`config.mk`:
```
export PLATFORM = sky130hd
export DESIGN_NAME = seq_alu
export DESIGN_NICKNAME = d
export VERILOG_FILES = /design/src/rtl/seq_alu.sv
export SDC_FILE = /design/constraint.sdc
export NUM_CORES = 1
export LEC_CHECK = 0
export ABC_AREA = 0
export ABC_CLOCK_PERIOD_IN_PS = 10070
export BUFFER_PORTS_ARGS = -buffer_cell sky130_fd_sc_hd__buf_2
export CAP_MARGIN = 10
export CORE_MARGIN = 4
export CORE_UTILIZATION = 30
export CTS_CLUSTER_DIAMETER = 200
export DETAILED_ROUTE_END_ITERATION = 16
export REMOVE_ABC_BUFFERS = 1
export SYNTH_ARGS = -nofsm -noshare
export SYNTH_HDL_FRONTEND = slang
export SYNTH_SLANG_ARGS = --single-unit
```
`constraint.sdc`:
```
create_clock -name clock -period 10.07 [get_ports clock]
set_input_delay 1.007 -clock clock [delete_from_list [all_inputs] [get_ports clock]]
set_output_delay 1.007 -clock clock [all_outputs]
set_load 0.005 [all_outputs]
```
`src/rtl/seq_alu.sv`:
```
// Multi-cycle ALU: single-cycle logic/arith/shift ops, iterative signed MUL (shift-add)
// and signed DIV (restoring) behind a start/busy/done handshake with latched operands.
module seq_alu #(
  parameter int W = 32
) (
  input  logic             clock,
  input  logic             clear,
  input  logic             start,
  input  logic [4:0]       op,
  input  logic [W-1:0]     A,
  input  logic [W-1:0]     B,
  output logic [2*W-1:0]   C,
  output logic             busy,
  output logic             done,
  output logic             div_zero,
  output logic             illegal_op
);

  localparam int SHW = $clog2(W);

  localparam logic [1:0] S_IDLE = 2'd0;
  localparam logic [1:0] S_RUN  = 2'd1;
  localparam logic [1:0] S_DONE = 2'd2;

  localparam logic [4:0] OP_ADD  = 5'b00000;
  localparam logic [4:0] OP_SUB  = 5'b00001;
  localparam logic [4:0] OP_MUL  = 5'b00010;
  localparam logic [4:0] OP_DIV  = 5'b00011;
  localparam logic [4:0] OP_SHR  = 5'b00100;
  localparam logic [4:0] OP_SHRA = 5'b00101;
  localparam logic [4:0] OP_SHL  = 5'b00110;
  localparam logic [4:0] OP_ROR  = 5'b00111;
  localparam logic [4:0] OP_ROL  = 5'b01000;
  localparam logic [4:0] OP_AND  = 5'b01001;
  localparam logic [4:0] OP_OR   = 5'b01010;
  localparam logic [4:0] OP_NEG  = 5'b01011;
  localparam logic [4:0] OP_NOT  = 5'b01100;

  localparam logic [SHW:0] CNT_LOAD = (SHW+1)'(W);
  localparam logic [SHW:0] CNT_ONE  = (SHW+1)'(1);

  function automatic logic [W-1:0] mag(input logic [W-1:0] v);
    return v[W-1] ? -v : v;
  endfunction

  // Rotates go through a doubled operand so s==0 needs no special case.
  function automatic logic [W-1:0] alu_single(input logic [4:0] f,
                                              input logic [W-1:0] a,
                                              input logic [W-1:0] b);
    logic [SHW-1:0] s;
    logic [2*W-1:0] ror_v;
    logic [2*W-1:0] rol_v;
    logic [W-1:0]   r;
    s     = b[SHW-1:0];
    ror_v = {a, a} >> s;
    rol_v = {a, a} << s;
    case (f)
      OP_ADD:  r = a + b;
      OP_SUB:  r = a - b;
      OP_SHR:  r = a >> s;
      OP_SHRA: r = $signed(a) >>> s;
      OP_SHL:  r = a << s;
      OP_ROR:  r = ror_v[W-1:0];
      OP_ROL:  r = rol_v[2*W-1:W];
      OP_AND:  r = a & b;
      OP_OR:   r = a | b;
      OP_NEG:  r = -b;
      OP_NOT:  r = ~b;
      default: r = {W{1'b0}};
    endcase
    return r;
  endfunction

  logic [1:0]     state_q, state_d;
  logic [SHW:0]   cnt_q, cnt_d;
  logic [W-1:0]   hi_q, hi_d;
  logic [W-1:0]   lo_q, lo_d;
  logic [W-1:0]   m_q, m_d;
  logic           is_div_q, is_div_d;
  logic           neg_res_q, neg_res_d;
  logic           neg_rem_q, neg_rem_d;
  logic [2*W-1:0] c_q, c_d;
  logic           busy_q, busy_d;
  logic           done_q, done_d;
  logic           dz_q, dz_d;
  logic           il_q, il_d;

  logic [W:0]     mul_sum_s;
  logic [W:0]     div_sh_s;
  logic [W:0]     div_diff_s;
  logic [W-1:0]   nxt_hi_s;
  logic [W-1:0]   nxt_lo_s;
  logic [2*W-1:0] prod_s;

  // One iteration of either the shift-add multiplier or the restoring divider.
  always_comb begin
    mul_sum_s  = {1'b0, hi_q} + (lo_q[0] ? {1'b0, m_q} : {(W+1){1'b0}});
    div_sh_s   = {hi_q, lo_q[W-1]};
    div_diff_s = div_sh_s - {1'b0, m_q};
    if (is_div_q) begin
      nxt_hi_s = div_diff_s[W] ? div_sh_s[W-1:0] : div_diff_s[W-1:0];
      nxt_lo_s = {lo_q[W-2:0], ~div_diff_s[W]};
    end else begin
      nxt_hi_s = mul_sum_s[W:1];
      nxt_lo_s = {mul_sum_s[0], lo_q[W-1:1]};
    end
    prod_s = {nxt_hi_s, nxt_lo_s};
  end

  // Control FSM and result/flag next-state.
  always_comb begin
    state_d   = state_q;
    cnt_d     = cnt_q;
    hi_d      = hi_q;
    lo_d      = lo_q;
    m_d       = m_q;
    is_div_d  = is_div_q;
    neg_res_d = neg_res_q;
    neg_rem_d = neg_rem_q;
    c_d       = c_q;
    done_d    = 1'b0;
    dz_d      = 1'b0;
    il_d      = 1'b0;
    case (state_q)
      S_IDLE: begin
        if (start) begin
          if (op == OP_MUL) begin
            hi_d      = {W{1'b0}};
            lo_d      = mag(B);
            m_d       = mag(A);
            is_div_d  = 1'b0;
            neg_res_d = A[W-1] ^ B[W-1];
            neg_rem_d = 1'b0;
            cnt_d     = CNT_LOAD;
            state_d   = S_RUN;
          end else if ((op == OP_DIV) && (B != {W{1'b0}})) begin
            hi_d      = {W{1'b0}};
            lo_d      = mag(A);
            m_d       = mag(B);
            is_div_d  = 1'b1;
            neg_res_d = A[W-1] ^ B[W-1];
            neg_rem_d = A[W-1];
            cnt_d     = CNT_LOAD;
            state_d   = S_RUN;
          end else if (op == OP_DIV) begin
            c_d     = {A, {W{1'b1}}};
            dz_d    = 1'b1;
            done_d  = 1'b1;
            state_d = S_DONE;
          end else if (op > OP_NOT) begin
            c_d     = {(2*W){1'b0}};
            il_d    = 1'b1;
            done_d  = 1'b1;
            state_d = S_DONE;
          end else begin
            c_d     = {{W{1'b0}}, alu_single(op, A, B)};
            done_d  = 1'b1;
            state_d = S_DONE;
          end
        end else begin
          state_d = S_IDLE;
        end
      end
      S_RUN: begin
        hi_d  = nxt_hi_s;
        lo_d  = nxt_lo_s;
        cnt_d = cnt_q - CNT_ONE;
        if (cnt_q == CNT_ONE) begin
          if (is_div_q) begin
            c_d = {(neg_rem_q ? -nxt_hi_s : nxt_hi_s),
                   (neg_res_q ? -nxt_lo_s : nxt_lo_s)};
          end else begin
            c_d = neg_res_q ? -prod_s : prod_s;
          end
          done_d  = 1'b1;
          state_d = S_DONE;
        end else begin
          state_d = S_RUN;
        end
      end
      S_DONE:  state_d = S_IDLE;
      default: state_d = S_IDLE;
    endcase
    busy_d = (state_d != S_IDLE);
  end

  // State and output registers with synchronous clear.
  always_ff @(posedge clock) begin
    if (clear) begin
      state_q   <= S_IDLE;
      cnt_q     <= {(SHW+1){1'b0}};
      hi_q      <= {W{1'b0}};
      lo_q      <= {W{1'b0}};
      m_q       <= {W{1'b0}};
      is_div_q  <= 1'b0;
      neg_res_q <= 1'b0;
      neg_rem_q <= 1'b0;
      c_q       <= {(2*W){1'b0}};
      busy_q    <= 1'b0;
      done_q    <= 1'b0;
      dz_q      <= 1'b0;
      il_q      <= 1'b0;
    end else begin
      state_q   <= state_d;
      cnt_q     <= cnt_d;
      hi_q      <= hi_d;
      lo_q      <= lo_d;
      m_q       <= m_d;
      is_div_q  <= is_div_d;
      neg_res_q <= neg_res_d;
      neg_rem_q <= neg_rem_d;
      c_q       <= c_d;
      busy_q    <= busy_d;
      done_q    <= done_d;
      dz_q      <= dz_d;
      il_q      <= il_d;
    end
  end

  assign C          = c_q;
  assign busy       = busy_q;
  assign done       = done_q;
  assign div_zero   = dz_q;
  assign illegal_op = il_q;

endmodule

```
==> metrics.csv <==
stage,metric,value,unit
floorplan,die area,84000,um2
clocking,Post-CTS Setup Inserts,0,
logic_synthesis,total of warnings raised by yosys,0,
sta,f_max,138,MHz
grt,vias in the first global route,25280,
clocking,H-tree depth,4,
critical_path,worst setup path endpoint,C[58],
logic_synthesis,sequential element share of the synthesized area,14.6,%
layout,utilization after layout,32.7,%
grt,GRT overflow,0,
sta,worst-case clock skew,0.0183,ns
logic_synthesis,Avg Inst Size Synth,6.80,um2
clocking,CTS Hold Buffers Added,0,
clocking,clk buf depth,2,
sta,minimum clock period,7.24,ns
critical_path,CP max FO,18,
sta,worst-margin pin slew,1.42,ns
layout,"commonest cells after routing, fill and taps aside","nor2_1 (373), nand2_1 (369), a21oi_1 (346)",
layout,area grow syn2layout,8.21,%
critical_path,Setup crit end kind,flip-flop,
layout,fill count,8722,
clocking,CTS root buf,clkbuf_16,
logic_synthesis,cell count after synthesis,3506,
floorplan,die height,290,um
critical_path,FF-to-FF path depth,25,
critical_path,Critical Path AT,7.59,ns
critical_path,Crit Path Category,reg -> reg,
pwr,Leakage,0.0103,uW
logic_synthesis,async set-reset flop share out of synthesis,0,%
route,DR WL/cell,25.5,um
sta,Fin. Hold Viols,0,
critical_path,r2r setup slk,2.83,ns
floorplan,Chip Width,290,um
route,DRC Markers,0,
sta,worst hold slack,0.466,ns
critical_path,reg2reg start,lo_q[31],
sta,final setup vio count,0,
logic_synthesis,dominant cell type by area after synthesis,dfxtp_1,
clocking,clock buffer count from CTS,17,
place,GP Congestion,1.06,
grt,initial antenna violation count,3,
route,post-DR vias/cell,6.18,
clocking,Post-CTS Resized,0,
run,Max Cap Viol,0,
sta,setup_tns,0,ns
critical_path,Worst R2R End,C[58],
critical_path,startpoint types,flip-flop,
grt,largest net degree at the start of global routing,88,
sta,Pins Over Slew Limit,0,
logic_synthesis,Post-synth top flop,dfxtp_1,
logic_synthesis,synth unique cells,96,
layout,layout cell share with drive strength beyond 1,10.5,%
hold_path,min-delay worst type,reg -> reg,
route,WL final,115,mm
logic_synthesis,Synth Register Bits,174,
place,Post-DP HPWL,87.2,mm
floorplan,FP Rows,103,
logic_synthesis,synthesized cell area,23800,um2
route,"antenna viol nets, final",0,
sta,Rel. slew slack,4.40,%
logic_synthesis,Post-synth EDFFs,0,
pwr,Max VDD drop,129,uV
run_status,status,finished clean,
route,DR iter-0 viols,3790,
floorplan,io pins,140,
logic_synthesis,Area contributors post-synth,"dfxtp_1 (15%), a21oi_1 (7.3%), nor2_1 (5.9%)",
clocking,Worst-Skew Late Latency,0.51,ns
layout,"commonest non-fill, non-tap cell in the layout",nor2_1,
route,drt first pass iters,7,
layout,Final #Nets,3609,
route,DR vias,27739,
floorplan,Starting Density,30.2,%
clocking,CTS tree,built,
clocking,clk sinks,174,
sta,unrepaired setup endpoints after global routing,no,
grt,Total GRT Usage,25.8,%
logic_synthesis,top cell type's share of synthesized area,14.6,%
layout,final non-filler cell total,4491,
grt,first-pass GRT wire length,168,mm
pwr,pwr/cell area,94.5,nW/um2
place,Cells after DPL,4457,
clocking,"Reg clk slew, reported paths",0.08,ns
place,I/O Buffers,139,
critical_path,Setup crit start,lo_q[31],
floorplan,core area,78900,um2
sta,final worst-path cycle share,71.9,%
critical_path,Critical Path RT,10.43,ns
-- worst max-delay path, cell delays in order (launching register included) --
cell and delay, ns:
dfxtp_1 0.33, inv_1 0.09, ha_1 0.17, inv_1 0.05, fa_1 0.44, a211oi_1 0.35, o211ai_1 0.28, and3_1 0.29
o21a_1 0.24, nor4_2 0.23, buf_4 0.31, nor2_1 0.12, mux2i_1 0.34, ha_1 0.24, nand2_1 0.08, or3_1 0.35
a211oi_1 0.57, nand3_1 0.40, or4_1 0.74, o21a_1 0.22, nor2_1 0.29, a32oi_1 0.15, o31ai_1 0.33, xnor2_1 0.09
a221oi_1 0.27, nor3_1 0.08
-- metrics by stage --
| step | instance area, um2 | setup WS [ns] | power (uW) |
|---|---|---|---|
| final | 25800 | 2.83 | 2440 |
| after global placement | 25200 | 3.12 | 1710 |
| after global routing | 25800 | 2.46 | 2530 |
| after floorplan | 22700 | 2.58 | 1300 |
| after CTS | 25800 | 2.97 | 2410 |
| after detailed placement | 25200 | 2.98 | 1710 |
-- cells by family (layout without fill, tap and decap cells) --
| group | Yosys count | in the layout | share of synthesized area, % |
|---|---|---|---|
| other | 0 | 1 | 0 |
| XOR/XNOR | 232 | 232 | 8.52 |
| multiplexers | 174 | 174 | 7.91 |
| AO/OA/AOI/OAI | 1196 | 1196 | 32.4 |
| AND/OR/NAND/NOR | 1236 | 1236 | 24.4 |
| adder cells (fa/ha/maj) | 110 | 110 | 5.87 |
| buffers and inverters | 384 | 318 | 6.33 |
| flip-flops | 174 | 174 | 14.6 |
-- routing by layer --
layer	GRT usage (%)	part of all wire, %
met1	34.8	41
met2	39.7	43
met3	6.28	11
met4	10.2	4.3
met5	0	0.0087
-- worst min-delay path by stage --
stage            start      end  slack, ns  depth (start not counted)
2_1_floorplan  m_q[10]  m_q[10]       0.43                          2
3_3_place_gp     C[20]    C[20]       0.45                          2
3_5_place_dp     C[18]    C[18]       0.46                          2
4_1_cts          C[18]    C[18]       0.47                          2
5_1_grt         m_q[5]   m_q[5]       0.49                          2
6_report        m_q[3]   m_q[3]       0.47                          2
-- layout make-up --
type / count / area (um2) / area share [%]
sequential: 174 / 3490 / 13.5
multi-input combinational: 2948 / 18900 / 73.3
clock buffer: 20 / 447 / 1.73
clock inverter: 12 / 130 / 0.504
inverter: 86 / 323 / 1.25
antenna: 1 / 2.50 / 0.00970
tap: 1050 / 1310 / 5.09
timing repair buffer: 200 / 1170 / 4.54
-- state kept, by name (all words and copies together), names as in the netlist --
| signal | flops |
|---|---|
| C | 64 |
| hi_q | 32 |
| lo_q | 32 |
| m_q | 32 |
| cnt_q | 6 |
| state_q | 2 |
| busy | 1 |
| div_zero | 1 |
| illegal_op | 1 |
| is_div_q | 1 |
| neg_rem_q | 1 |
| neg_res_q | 1 |
-- report_power, final --
group	internal (uW)	total [uW]	leakage, uW	switching [uW]
clock network	354	707	0.000277	353
logic	320	988	0.00861	669
registers	715	741	0.00141	26.2
total	1390	2440	0.0103	1050
-- synth_stat cells, drive strengths merged, types with 24 or more instances --
library cell and count:
nor2 378, nand2 371, a21oi 350, o21ai 244, clkbuf 228, dfxtp 174
xnor2 131, nor3 115, mux2i 112, ha 107, xor2 101, a211oi 89
inv 85, o211ai 82, nand3 77, buf 70, mux2 56, nand2b 54
a21o 52, a31oi 52, and2 50, a221oi 44, o22ai 32, or3 31
o21a 30, o31ai 24
No activity file was read; power rests on OpenSTA's default activity.
